[config.mk]
export PLATFORM = sky130hd
export DESIGN_NAME = sdram_cpu_bridge
export DESIGN_NICKNAME = d
export VERILOG_FILES = /design/src/rtl/sdram_cpu_bridge.sv
export SDC_FILE = /design/constraint.sdc
export NUM_CORES = 1
export LEC_CHECK = 0
export CAP_MARGIN = 20
export CORE_ASPECT_RATIO = 0.8
export CORE_UTILIZATION = 52
export DETAILED_ROUTE_END_ITERATION = 8
export PLACE_DENSITY = 0.85
export SYNTH_ARGS = -nofsm -noshare
export SYNTH_HDL_FRONTEND = slang
export SYNTH_SLANG_ARGS = --single-unit
[constraint.sdc]
create_clock -name clk -period 5 [get_ports clk]
set_input_delay 1 -clock clk [delete_from_list [all_inputs] [get_ports clk]]
set_output_delay 1 -clock clk [all_outputs]
set_load 0.05 [all_outputs]
[src/rtl/sdram_cpu_bridge.sv]
// Bridges the 8-bit Oric CPU/ULA bus onto one 16-bit toggle-handshake SDRAM controller port,
// with byte-lane steering, write data replication and a one-word read cache.
module sdram_cpu_bridge #(
    parameter int unsigned ADDR_W   = 16,
    parameter logic [22:0] BASE     = 23'h000000,
    parameter bit          CACHE_EN = 1'b1
) (
    input  logic              clk,
    input  logic              reset,
    input  logic              cpu_req,
    input  logic              cpu_we,
    input  logic [ADDR_W-1:0] cpu_addr,
    input  logic [7:0]        cpu_din,
    output logic [7:0]        cpu_dout,
    output logic              cpu_ready,
    output logic              busy,
    output logic              sd_req,
    input  logic              sd_ack,
    output logic              sd_we,
    output logic [22:0]       sd_a,
    output logic [1:0]        sd_ds,
    output logic [15:0]       sd_d,
    input  logic [15:0]       sd_q
);

    typedef enum logic [1:0] {StIdle, StWait, StDrain} state_e;

    state_e      state_q, state_d;
    logic        sd_req_q = 1'b0;
    logic        sd_req_d;
    logic        sd_we_q, sd_we_d;
    logic [22:0] sd_a_q, sd_a_d;
    logic [1:0]  sd_ds_q, sd_ds_d;
    logic [15:0] sd_d_q, sd_d_d;
    logic [7:0]  cpu_dout_q, cpu_dout_d;
    logic        cpu_ready_q, cpu_ready_d;
    logic [15:0] cache_q, cache_d;
    logic [22:0] tag_q, tag_d;
    logic        valid_q, valid_d;

    logic [22:0] cpu_word;
    logic        sd_done;
    logic        read_hit;

    // Word address wraps modulo 2^23 by truncation of the sum.
    assign cpu_word = BASE + 23'(cpu_addr[ADDR_W-1:1]);
    assign sd_done  = (sd_ack == sd_req_q);
    assign read_hit = CACHE_EN && !cpu_we && valid_q && (tag_q == cpu_word);

    always_comb begin
        state_d     = state_q;
        sd_req_d    = sd_req_q;
        sd_we_d     = sd_we_q;
        sd_a_d      = sd_a_q;
        sd_ds_d     = sd_ds_q;
        sd_d_d      = sd_d_q;
        cpu_dout_d  = cpu_dout_q;
        cpu_ready_d = 1'b0;
        cache_d     = cache_q;
        tag_d       = tag_q;
        valid_d     = valid_q;

        case (state_q)
            StIdle: begin
                if (cpu_req) begin
                    if (read_hit) begin
                        cpu_dout_d  = cpu_addr[0] ? cache_q[15:8] : cache_q[7:0];
                        cpu_ready_d = 1'b1;
                    end else begin
                        sd_a_d   = cpu_word;
                        sd_ds_d  = cpu_addr[0] ? 2'b10 : 2'b01;
                        sd_we_d  = cpu_we;
                        sd_d_d   = {cpu_din, cpu_din};
                        sd_req_d = ~sd_req_q;
                        state_d  = StWait;
                    end
                end
            end
            StWait: begin
                if (sd_done) begin
                    state_d     = StIdle;
                    cpu_ready_d = 1'b1;
                    if (!sd_we_q) begin
                        cpu_dout_d = sd_ds_q[1] ? sd_q[15:8] : sd_q[7:0];
                        if (CACHE_EN) begin
                            cache_d = sd_q;
                            tag_d   = sd_a_q;
                            valid_d = 1'b1;
                        end
                    end else if (CACHE_EN && valid_q && (tag_q == sd_a_q)) begin
                        // Keep the cached word coherent with the byte just written.
                        if (sd_ds_q[1]) begin
                            cache_d[15:8] = sd_d_q[15:8];
                        end else begin
                            cache_d[7:0] = sd_d_q[7:0];
                        end
                    end
                end
            end
            StDrain: begin
                if (sd_done) begin
                    state_d = StIdle;
                end
            end
            default: state_d = StIdle;
        endcase
    end

    always_ff @(posedge clk) begin
        if (reset) begin
            // A request left in flight across reset must be absorbed, not reported.
            state_q     <= (sd_req_q != sd_ack) ? StDrain : StIdle;
            sd_we_q     <= 1'b0;
            sd_a_q      <= '0;
            sd_ds_q     <= 2'b00;
            sd_d_q      <= '0;
            cpu_dout_q  <= '0;
            cpu_ready_q <= 1'b0;
            valid_q     <= 1'b0;
        end else begin
            state_q     <= state_d;
            sd_req_q    <= sd_req_d;
            sd_we_q     <= sd_we_d;
            sd_a_q      <= sd_a_d;
            sd_ds_q     <= sd_ds_d;
            sd_d_q      <= sd_d_d;
            cpu_dout_q  <= cpu_dout_d;
            cpu_ready_q <= cpu_ready_d;
            cache_q     <= cache_d;
            tag_q       <= tag_d;
            valid_q     <= valid_d;
        end
    end

    assign cpu_dout  = cpu_dout_q;
    assign cpu_ready = cpu_ready_q;
    assign busy      = (state_q != StIdle);
    assign sd_req    = sd_req_q;
    assign sd_we     = sd_we_q;
    assign sd_a      = sd_a_q;
    assign sd_ds     = sd_ds_q;
    assign sd_d      = sd_d_q;

endmodule

==> results of run 1 <==
-- cell type report --
type / count / area share, %
clock inverters: 6 / 1.32
well taps: 84 / 2.27
inverters: 24 / 1.94
repair buffers: 95 / 20.2
flip-flops and latches: 70 / 37.6
multi-input cells: 220 / 33.7
clock buffers: 10 / 2.97
-- synthesized netlist by cell type, types with 14 or more instances --
| master | instances |
|---|---|
| a21oi_2 | 20 |
| xnor2_1 | 28 |
| edfxtp_1 | 34 |
| o211ai_1 | 16 |
| o21ai_0 | 20 |
| nand4_1 | 32 |
| o31ai_1 | 24 |
| buf_4 | 16 |
| dfxtp_1 | 36 |
| clkbuf_1 | 14 |
| nand2_1 | 26 |
| inv_1 | 22 |
-- worst paths after layout --
| path | cells past startpoint | end |
|---|---|---|
| worst min-delay path | 2 | cpu_dout[0] |
| worst max register to register | 5 | tag_q[11] |
| worst max-delay path | 4 | busy |
| worst min register to register | 2 | cpu_dout[0] |
-- power groups by stage --
stage                     Combinational, mW  Sequential, mW  Clock (mW)
after global routing                  0.590           0.725       0.481
after global placement                0.544           0.726           0
after detailed placement              0.552           0.730           0
final                                 0.556           0.718       0.459
after floorplan                       0.288           0.829           0
after CTS                             0.555           0.717       0.461
-- per-stage QoR --
stage | utilization, % | power [mW] | hold WS [ns]
2_1_floorplan | - | 1.12 | 0.441
3_3_place_gp | 67.5 | 1.27 | 0.444
3_5_place_dp | 67.5 | 1.28 | 0.457
4_1_cts | 70.5 | 1.73 | 0.468
5_1_grt | 70.5 | 1.80 | 0.487
6_report | 70.5 | 1.73 | 0.465
-- routing by layer --
layer | up-vias | part of all wire, % | GRT usage [%]
met4 | 0 | 1.8 | 7.31
met1 | 1442 | 40 | 34.6
met5 | - | 0 | 0
li1 | 1389 | - | -
met2 | 135 | 50 | 40.7
met3 | 12 | 8.0 | 6.94
-- registers in the layout, indices dropped and copies added, names as in the netlist, 2 cells and up --
signal    count
cache_q      16
sd_a         15
tag_q        15
cpu_dout      8
sd_d          8
sd_ds         2
state_q       2
-- worst register-to-register path, delay by kind of cell (launching register included) --
kind                     cells  cell delay (ns)
flip-flops                   1             0.36
adder cells (fa/ha/maj)      1             0.56
buffers and inverters        2             0.59
AND/OR/NAND/NOR              2             0.86
-- logic make-up (layout without fill, tap and decap cells) --
logic type | count (synthesis) | after routing | synth area share (%)
buf+inv | 68 | 135 | 9.85
fa+ha+maj | 2 | 2 | 0.689
flops | 70 | 70 | 47.9
compound gates | 91 | 91 | 18.1
mux | 16 | 16 | 4.68
simple gates | 72 | 72 | 11.1
xor+xnor | 31 | 31 | 7.47
other cells | 1 | 8 | 0.103
==> parameters.txt, run 1 <==
Parameter                              Value

Routing
  Via/cell ratio    5.85
  Number of DRC violations after detailed-routing iteration 0    199
  Number of nets still failing antenna checks after routing    0
  Aggregate routed wire length    9.03 mm
  DRC viols    0
  DR vias    around 3000
  Routed length per instance    17.7 um
  Iteration count of the initial detailed-routing pass    5

Timing
  Setup TNS after final layout    0 ns
  Worst slew margin relative to its limit    a little over a third
  Upper clock frequency limit    281 MHz
  Endpoints failing setup    0
  Final critical delay including setup and external delays    around 3.6 ns
  Setup repair after global routing missed its margin    false
  Final hold violation count    0
  Transition time at the pin with the least slew margin    approximately 0.97 ns
  Final period util    71.3%
  Worst-case clock skew    0.00971 ns
  Worst Setup Slack, final    roughly 1.4 ns
  Number of pins with negative max-slew slack in the final report    0

Finish
  Final non-filler cell total    509
  Number of nets in the finished design    467
  Final design instance area without fill    0.00463 mm2
  Most common cell after layout, fill and taps aside    clkdlybuf4s50_1
  Register cell area after layout    about 0.0017 mm2
  Layout area overhead    27.5%
  Fraction of final layout cells sized beyond drive strength 1    13.2%
  Number of filler instances in the final layout    483
  Number of inserted diodes    0
  Area of the multi-input gates    0.00156 mm2
  Most frequent cells in the layout    clkdlybuf4s50_1 (89), dfxtp_1 (36), edfxtp_1 (34)

Min path
  Tightest Hold Check Type    reg -> reg
  Worst Min Path Start    cpu_dout[0]

CTS
  TritonCTS clock tree    done
  H-tree depth    3
  Clock root buffer    clkbuf_8
  Post-cts resize count    0
  Clock buffers created by TritonCTS    9
  Number of hold buffers added after CTS    0
  Max Root-Sink Buffers    2
  Count of clock tree sinks    70
  CTS clk-pin slew, worst paths    0.08 ns
  Worst-Skew Late Latency    0.35 ns
  Post-CTS setup buffer count    0

Placement
  Last weighted congestion value of the routability-driven placer    0.785
  Cell area after placement    0.00443 mm2
  Port bufs    89
  Cell count after placement    493
  Detailed placer's ending HPWL    6.16 mm
  Worst slack at placement    1.46 ns

Synthesis
  Portion of synthesized cell area occupied by the leading cell type    between 20% and 30%
  Cell types occupying the most area after synthesis    edfxtp_1 (28%), dfxtp_1 (20%), xnor2_1 (6.7%)
  Mean cell area of the mapped netlist    10.4 um2
  Netlist area before placement    0.00363 mm2
  Post-synth EDFFs    34
  Unique masters post-synth    38
  Top flip-flop cell by instance count after synthesis    dfxtp_1
  Number of synthesized register bits    70
  Biggest area consumer among synthesized cells    edfxtp_1
  Sequential cell area fraction in the yosys report    47.9%
  Proportion of register bits with asynchronous set or reset after synthesis    0%
  Post-synthesis cell count    351
  Number of synthesis warnings    0

Job
  # Max-Cap Violations    0

Worst setup path
  Setup slack of the worst register-to-register path    2.26 ns
  Crit path top cell by count    inv_1
  Chain of cells forming the critical path    inv_1, ha_1, inv_1, clkdlybuf4s50_1
  CP Buf/Inv Count    3
  Peak fanout along the critical path    29
  Launching instance or port of the critical path    state_q[0]
  Slowest Stage Delay on Critical Path    0.95 ns
  Startpoint types    flop
  Critical path's top delay family    buffers and inverters
  Endpoint required time on the critical path    4.00 ns
  Launch point of the worst reg-to-reg path    state_q[1]
  Critical-path top delay cell    clkdlybuf4s50_1
  Kind of end point of the critical path    output port
  Data arrival time of the critical path    approximately 2.6 ns
  Critical path class    reg -> out

Die
  Effective utilization at floorplan    55.3%
  Width of the chip    ~95 um
  Boundary Pins    98
  CORE AREA    0.00657 mm2
  Rows    26
  Die ar.    0.00733 mm2
  Die Y    76.8 um

Global routing
  Vias in the first global route    ~2800
  First-pass GRT wire length    14.4 mm
  Total global routing track utilization    roughly 26%
  Antenna violations before repair    0
  Maximum number of pins on one net before global-route repair    31
  Overflow left after global routing    0

Power
  Net switching power figure    630 uW
  P per Cell Area    374 mW/mm2
  Peak supply drop    between 0.2 and 0.25 mV
  Relative contribution of sequential cells to total power    41.4%
  Total leakage power    1.65 nW
  Internal Pwr Total    1.10 mW
  Share of total power in combinational logic    32.1%
  Net switching share of the total power    36.3%
  Proportion of power drawn by the clock network    26.5%

Outcome
  Run status    complete, no violations
Note: power is estimated with default switching activity, not from simulation.
==> run 2, diff against run 1 <==
- CORE_UTILIZATION: 52 -> 44
- PLACE_DENSITY: 0.85 -> 0.77
- clock period: 5 -> 3.2 ns (I/O delays scaled with it)
==> run 2 against run 1 <==
Core utilization shrank 11 points. Clock-buffer cell count is the same. Sequential power grew 55%. Sequential share of layout area shrank 1.1 points. Non-clock buffer count grew 8. Die area grew 18%.
==> parameters.txt, run 2 (synthesis results as in run 1) <==
Parameter                              Value

CTS
  Clock root buffer    clkbuf_8
  TritonCTS clock tree    done
  Count of clock tree sinks    70 (unchanged)
  Worst-Skew Late Latency    0.35 ns (about the same)
  Number of hold buffers added after CTS    0 (unchanged)
  H-tree depth    3 (unchanged)
  Max Root-Sink Buffers    2 (unchanged)
  Post-cts resize count    0 (unchanged)
  CTS clk-pin slew, worst paths    0.08 ns (about the same)
  Post-CTS setup buffer count    0 (unchanged)
  Clock buffers created by TritonCTS    9 (unchanged)

Placement
  Last weighted congestion value of the routability-driven placer    0.793 (+1.0%)
  Detailed placer's ending HPWL    6.40 mm (+3.9%)
  Cell area after placement    0.00452 mm2 (+2.0%)
  Port bufs    89 (unchanged)

Finish
  Most common cell after layout, fill and taps aside    clkdlybuf4s50_1
  Final design utilization    59.7% (-11 points)
  Most flops, register    cache_q
  Number of inserted diodes    0 (unchanged)
  Number of nets in the finished design    475 (+1.7%)
  Layout area overhead    31.2%
  Fraction of final layout cells sized beyond drive strength 1    14.8% (+1.6 points)
  Max reg flops    16 (unchanged)
  Final design instance area without fill    0.00477 mm2 (+2.9%)
  Most frequent cells in the layout    clkdlybuf4s50_1 (88), dfxtp_1 (36), edfxtp_1 (34)

Power
  Net switching share of the total power    34.3% (-2.1 points)
  Net switching power figure    989 uW (+57%)
  Proportion of power drawn by the clock network    30.2% (+3.7 points)
  P per Cell Area    605 mW/mm2 (+62%)
  Relative contribution of sequential cells to total power    38.3% (-3.1 points)
  Share of total power in combinational logic    31.5% (-0.6 points)
  Total leakage power    1.71 nW (+3.9%)
  Peak supply drop    0.351 mV (+68%)
  Internal Pwr Total    1.90 mW (+72%)

Worst setup path
  Worst flop-to-flop path endpoint    cache_q[13]
  Launch point of the worst reg-to-reg path    state_q[1]
  Startpoint types    input pin
  Crit path top cell by count    nand4_1
  Endpoint required time on the critical path    3.42 ns (-0.58 ns)
  Slowest Stage Delay on Critical Path    0.81 ns (-0.14 ns)
  Critical path class    in -> reg
  Setup slack of the worst register-to-register path    0.83 ns (-1.43 ns)
  Kind of end point of the critical path    flop
  Critical-path top delay cell    or4_1
  Depth of the worst register-to-register path    8 (+3)
  Data arrival time of the critical path    2.86 ns (+0.30 ns)
  Critical path's top delay family    simple AND/OR/NAND/NOR gates
  Chain of cells forming the critical path    clkdlybuf4s50_1, xnor2_1, nand4_1, or4_1, buf_4, nand4_1, a21oi_2
  CP Buf/Inv Count    2 (-1)
  Peak fanout along the critical path    17 (-41%)

Die
  Die ar.    0.00863 mm2 (+18%)
  Boundary Pins    98 (unchanged)
  Rows    29 (+12%)
  Die Y    83.3 um (+8.5%)
  Effective utilization at floorplan    45.5% (-9.8 points)
  Width of the chip    104 um (+8.5%)
  CORE AREA    0.00798 mm2 (+21%)

Timing
  Final period util    82.7%
  Endpoints failing setup    0 (unchanged)
  Final hold violation count    0 (unchanged)
  Worst slew margin relative to its limit    54.0% (+19 points)
  Worst-case clock skew    0.0132 ns (+0.00354 ns)
  Number of pins with negative max-slew slack in the final report    0 (unchanged)
  Setup TNS after final layout    0 ns (unchanged)
  Transition time at the pin with the least slew margin    0.689 ns (-0.282 ns)
  Final critical delay including setup and external delays    between 2 and 3 ns
  Setup repair after global routing missed its margin    false
  Worst hold margin    0.466 ns (+0.000831 ns)
  Upper clock frequency limit    378 MHz

Global routing
  Vias in the first global route    2913 (+3.6%)
  Total global routing track utilization    21.9% (-3.8 points)
  Overflow left after global routing    0 (unchanged)
  Maximum number of pins on one net before global-route repair    30 (-3.2%)
  First-pass GRT wire length    14.8 mm (+3.3%)
  Antenna violations before repair    0 (unchanged)

Outcome
  Run status    complete, no violations

Job
  # Max-Cap Violations    0 (unchanged)

Routing
  Routed length per instance    16.9 um (-4.6%)
  Met3 layer wire length in the routed design    713 um (-0.97%)
  Number of DRC violations after detailed-routing iteration 0    196 (-1.5%)
  Aggregate routed wire length    9.16 mm (+1.4%)
  Via/cell ratio    5.56 (-4.9%)
  Iteration count of the initial detailed-routing pass    5 (unchanged)
  Routed length on met2    4.33 mm (-4.3%)
  Uppermost layer routed    met4
  Wire length the detailed router placed on met1    4.02 mm (+11%)
  Number of nets still failing antenna checks after routing    0 (unchanged)
  DR vias    3009 (+1.0%)
  DRC viols    0 (unchanged)

Min path
  Tightest Hold Check Type    reg -> reg
  Worst Min Path Start    cpu_dout[7]
  Number of instances on the worst hold path    2 (unchanged)
  Worst Hold Path EP    cpu_dout[7]
[run 2: worst max path at each step]
stage / from / endpoint / slack, ns / depth (start not counted)
detailed placement: cpu_addr[4] / sd_a[6] / 0.27 / 7
global placement: cpu_addr[4] / sd_d[13] / 0.27 / 7
CTS: cpu_addr[4] / sd_a[8] / 0.60 / 7
global route: cpu_addr[4] / sd_a[8] / 0.48 / 7
finish: cpu_addr[4] / sd_a[8] / 0.55 / 7
floorplan: sd_req / cache_q[10] / 0.53 / 5
[run 2: through the flow]
step	power [mW]	instances	setup slack (ns)
6_report	2.88	541	0.553
3_5_place_dp	2.03	525	0.267
4_1_cts	2.89	541	0.599
2_1_floorplan	1.74	358	0.528
5_1_grt	2.98	541	0.479
3_3_place_gp	2.01	525	0.269
[run 2: worst reg2reg max path, stage by stage, from the launching register on]
cell	delay (ns)
edfxtp_1	0.37
inv_1	0.09
ha_1	0.14
buf_4	0.22
or3b_2	0.52
nor3_1	0.21
nand4_1	0.13
o21ai_0	0.19
buf_4	0.21
[run 2: area by class of cell]
type,instances,area (um2)
multi-input combinational,220,1560
clock buffer,10,138
fill,678,3220
timing repair buffer,103,993
sequential,70,1740
clock inverter,6,108
inverter,24,90.1
tap,108,135
[run 2: metal layers]
metal  track usage (%)  vias up
li1                  -     1408
met1              30.1     1435
met2              35.3      155
met3              5.34       11
met4              4.35        0
met5                 0        -
[run 2: power groups by stage]
stage	Clock, mW	Sequential [mW]	Combinational [mW]
final	0.870	1.11	0.910
after CTS	0.876	1.11	0.906
after global placement	0	1.12	0.890
after global routing	0.908	1.12	0.960
after floorplan	0	1.29	0.450
after detailed placement	0	1.13	0.901
==> run 3, diff against run 2 <==
- clock period: 3.2 -> 2.4 ns (I/O delays scaled with it)
==> run 3 against run 2 <==
Non-clock buffer count is 10 higher. Clock-buffer cell count is 1 higher. Total power is 29% higher. Sequential power is 33% higher. Combinational power is 35% higher. Sequential cell count stayed put. Clock power is 16% higher. Worst hold slack better by 0.0011 ns. Routed wire length is 0.34% higher. Final cell count is 1.8% higher. Critical path type unchanged.
==> parameters.txt, run 3 (synthesis results as in run 1) <==
Parameter                              Value

Routing
  Via/cell ratio    5.43 (-2.3%)
  Aggregate routed wire length    9.19 mm (+0.34%)
  DRC viols    0 (unchanged)
  Number of DRC violations after detailed-routing iteration 0    176 (-10%)
  DR vias    2993 (-0.53%)
  Iteration count of the initial detailed-routing pass    4 (-1)
  Number of nets still failing antenna checks after routing    0 (unchanged)
  Routed length per instance    16.7 um (-1.5%)

CTS
  Max Root-Sink Buffers    2 (unchanged)
  Count of clock tree sinks    70 (unchanged)
  Worst-Skew Late Latency    0.35 ns (about the same)
  Clock buffers created by TritonCTS    9 (unchanged)
  Clock root buffer    clkbuf_8
  Post-cts resize count    0 (unchanged)
  H-tree depth    3 (unchanged)
  Number of hold buffers added after CTS    0 (unchanged)
  TritonCTS clock tree    done
  Post-CTS setup buffer count    0 (unchanged)
  CTS clk-pin slew, worst paths    0.07 ns (about the same)

Worst setup path
  Startpoint types    input pin
  Kind of end point of the critical path    flop
  CP Buf/Inv Count    2 (unchanged)
  Setup slack of the worst register-to-register path    0.32 ns (-0.51 ns)
  Critical-path top delay cell    or3b_2
  Worst flop-to-flop path endpoint    cache_q[5]
  Peak fanout along the critical path    8 (-9)
  Slowest Stage Delay on Critical Path    0.50 ns (-0.31 ns)
  Critical path class    in -> reg
  Path length in cells of the critical path    7 (unchanged)
  Chain of cells forming the critical path    clkdlybuf4s50_1, xor2_1, or3b_2, nor3_1, nand4_1, o21ai_1, buf_4
  Critical path's top delay family    simple AND/OR/NAND/NOR gates
  Endpoint required time on the critical path    2.46 ns (-0.96 ns)
  Launch point of the worst reg-to-reg path    sd_req
  Data arrival time of the critical path    2.23 ns (-0.63 ns)
  Depth of the worst register-to-register path    6 (-2)

Finish
  Number of filler instances in the final layout    686 (+1.2%)
  Most common cell after layout, fill and taps aside    clkdlybuf4s50_1
  Most flops, register    cache_q
  Fraction of final layout cells sized beyond drive strength 1    16.7% (+1.9 points)
  Max reg flops    16 (unchanged)
  Most frequent cells in the layout    clkdlybuf4s50_1 (86), dfxtp_1 (36), edfxtp_1 (34)
  Layout area overhead    32.3%
  Final design instance area without fill    0.00481 mm2 (+0.89%)
  Number of nets in the finished design    485 (+2.1%)
  Area of the multi-input gates    0.00156 mm2 (unchanged)
  Number of inserted diodes    0 (unchanged)
  Register cell area after layout    0.00174 mm2 (unchanged)

Placement
  Detailed placer's ending HPWL    6.53 mm (+2.0%)
  Port bufs    89 (unchanged)
  Cell area after placement    0.00460 mm2 (+1.8%)
  Worst slack at placement    -0.138 ns (-0.405 ns)
  Last weighted congestion value of the routability-driven placer    0.808 (+1.9%)

Outcome
  Run status    complete, no violations

Die
  Boundary Pins    98 (unchanged)
  Effective utilization at floorplan    45.5% (unchanged)
  Die ar.    0.00863 mm2 (unchanged)
  Die Y    83.3 um (unchanged)
  Width of the chip    104 um (unchanged)
  CORE AREA    0.00798 mm2 (unchanged)
  Rows    29 (unchanged)

Min path
  Worst Min Path Start    cpu_dout[1]
  Number of instances on the worst hold path    2 (unchanged)
  Worst Hold Path EP    cpu_dout[1]
  Tightest Hold Check Type    reg -> reg

Timing
  Final hold violation count    0 (unchanged)
  Setup repair after global routing missed its margin    false
  Transition time at the pin with the least slew margin    0.512 ns (-0.177 ns)
  Upper clock frequency limit    461 MHz
  Worst slew margin relative to its limit    65.8% (+12 points)
  Final critical delay including setup and external delays    around 2.2 ns
  Endpoints failing setup    0 (unchanged)
  Worst Setup Slack, final    0.231 ns (-0.322 ns)
  Number of pins with negative max-slew slack in the final report    0 (unchanged)
  Setup TNS after final layout    0 ns (unchanged)
  Worst-case clock skew    0.00826 ns (-0.00498 ns)
  Final period util    90.4%

Global routing
  Vias in the first global route    2957 (+1.5%)
  Total global routing track utilization    21.6% (-0.32 points)
  Maximum number of pins on one net before global-route repair    30 (unchanged)
  Antenna violations before repair    0 (unchanged)
  First-pass GRT wire length    14.6 mm (-1.7%)
  Overflow left after global routing    0 (unchanged)

Power
  Peak supply drop    0.321 mV (-8.5%)
  P per Cell Area    773 mW/mm2 (+28%)
  Total leakage power    1.75 nW (+1.9%)

Job
  # Max-Cap Violations    0 (unchanged)
[run 3: changes by cell type in the layout (fill, tap and decap cells not counted)]
| cell | before | now |
|---|---|---|
| clkdlybuf4s50_1 | 88 | 86 |
| buf_12 | 0 | 1 |
| clkbuf_1 | 0 | 2 |
| clkinv_2 | 1 | 2 |
| inv_6 | 1 | 0 |
| o21ai_0 | 20 | 18 |
| clkbuf_8 | 10 | 9 |
| o21ai_1 | 1 | 3 |
| bufinv_16 | 3 | 2 |
| buf_4 | 15 | 26 |
[run 3: area by class of cell]
| type | instances | area share, % |
|---|---|---|
| flip-flops and latches | 70 | 36.2 |
| repair buffers | 113 | 22.4 |
| clock buffers | 11 | 2.73 |
| clock inverters | 5 | 1.54 |
| well taps | 108 | 2.81 |
| inverters | 24 | 1.87 |
| multi-input cells | 220 | 32.4 |
[run 3: power by group]
part	leakage (nW)	switching [mW]	total, mW	internal [mW]
registers	0.612	0.0961	1.48	1.38
logic	1.03	0.784	1.23	0.445
clock network	0.105	0.430	1.01	0.579
[run 3: layer usage]
metal	vias up	GRT usage [%]	part of all wire [%]
met1	1442	27.0	44
met4	0	6.98	1.7
li1	1426	-	-
met5	-	0	0
met3	14	5.89	6.1
met2	111	36.3	48
[run 3: worst max path at each step]
stage                             end  slack, ns    from
after floorplan            cache_q[0]      -0.07  sd_req
after global placement    cache_q[14]      -0.11  sd_ack
after detailed placement   cache_q[5]      -0.14  sd_ack
after CTS                  cache_q[1]       0.21  sd_ack
after global routing       cache_q[7]       0.11  sd_ack
final                      cache_q[5]       0.23  sd_ack
[run 3: metrics by stage]
| step | instances | utilization, % | hold slack (ns) | power, mW |
|---|---|---|---|---|
| 6_report | 551 | 60.2 | 0.467 | 3.72 |
| 5_1_grt | 551 | 60.2 | 0.476 | 3.87 |
| 4_1_cts | 551 | 60.2 | 0.470 | 3.72 |
| 3_5_place_dp | 535 | 57.7 | 0.457 | 2.73 |
| 3_3_place_gp | 535 | 57.7 | 0.450 | 2.71 |
| 2_1_floorplan | 358 | - | 0.441 | 2.33 |
[run 3: worst reg2reg max path: cells and delay by family, from the launching register on]
kind                   cells  cell delay, ns
AO/OA/AOI/OAI              1            0.14
XOR/XNOR                   1            0.19
buffers and inverters      1            0.19
flip-flops                 1            0.42
AND/OR/NAND/NOR            3            0.84
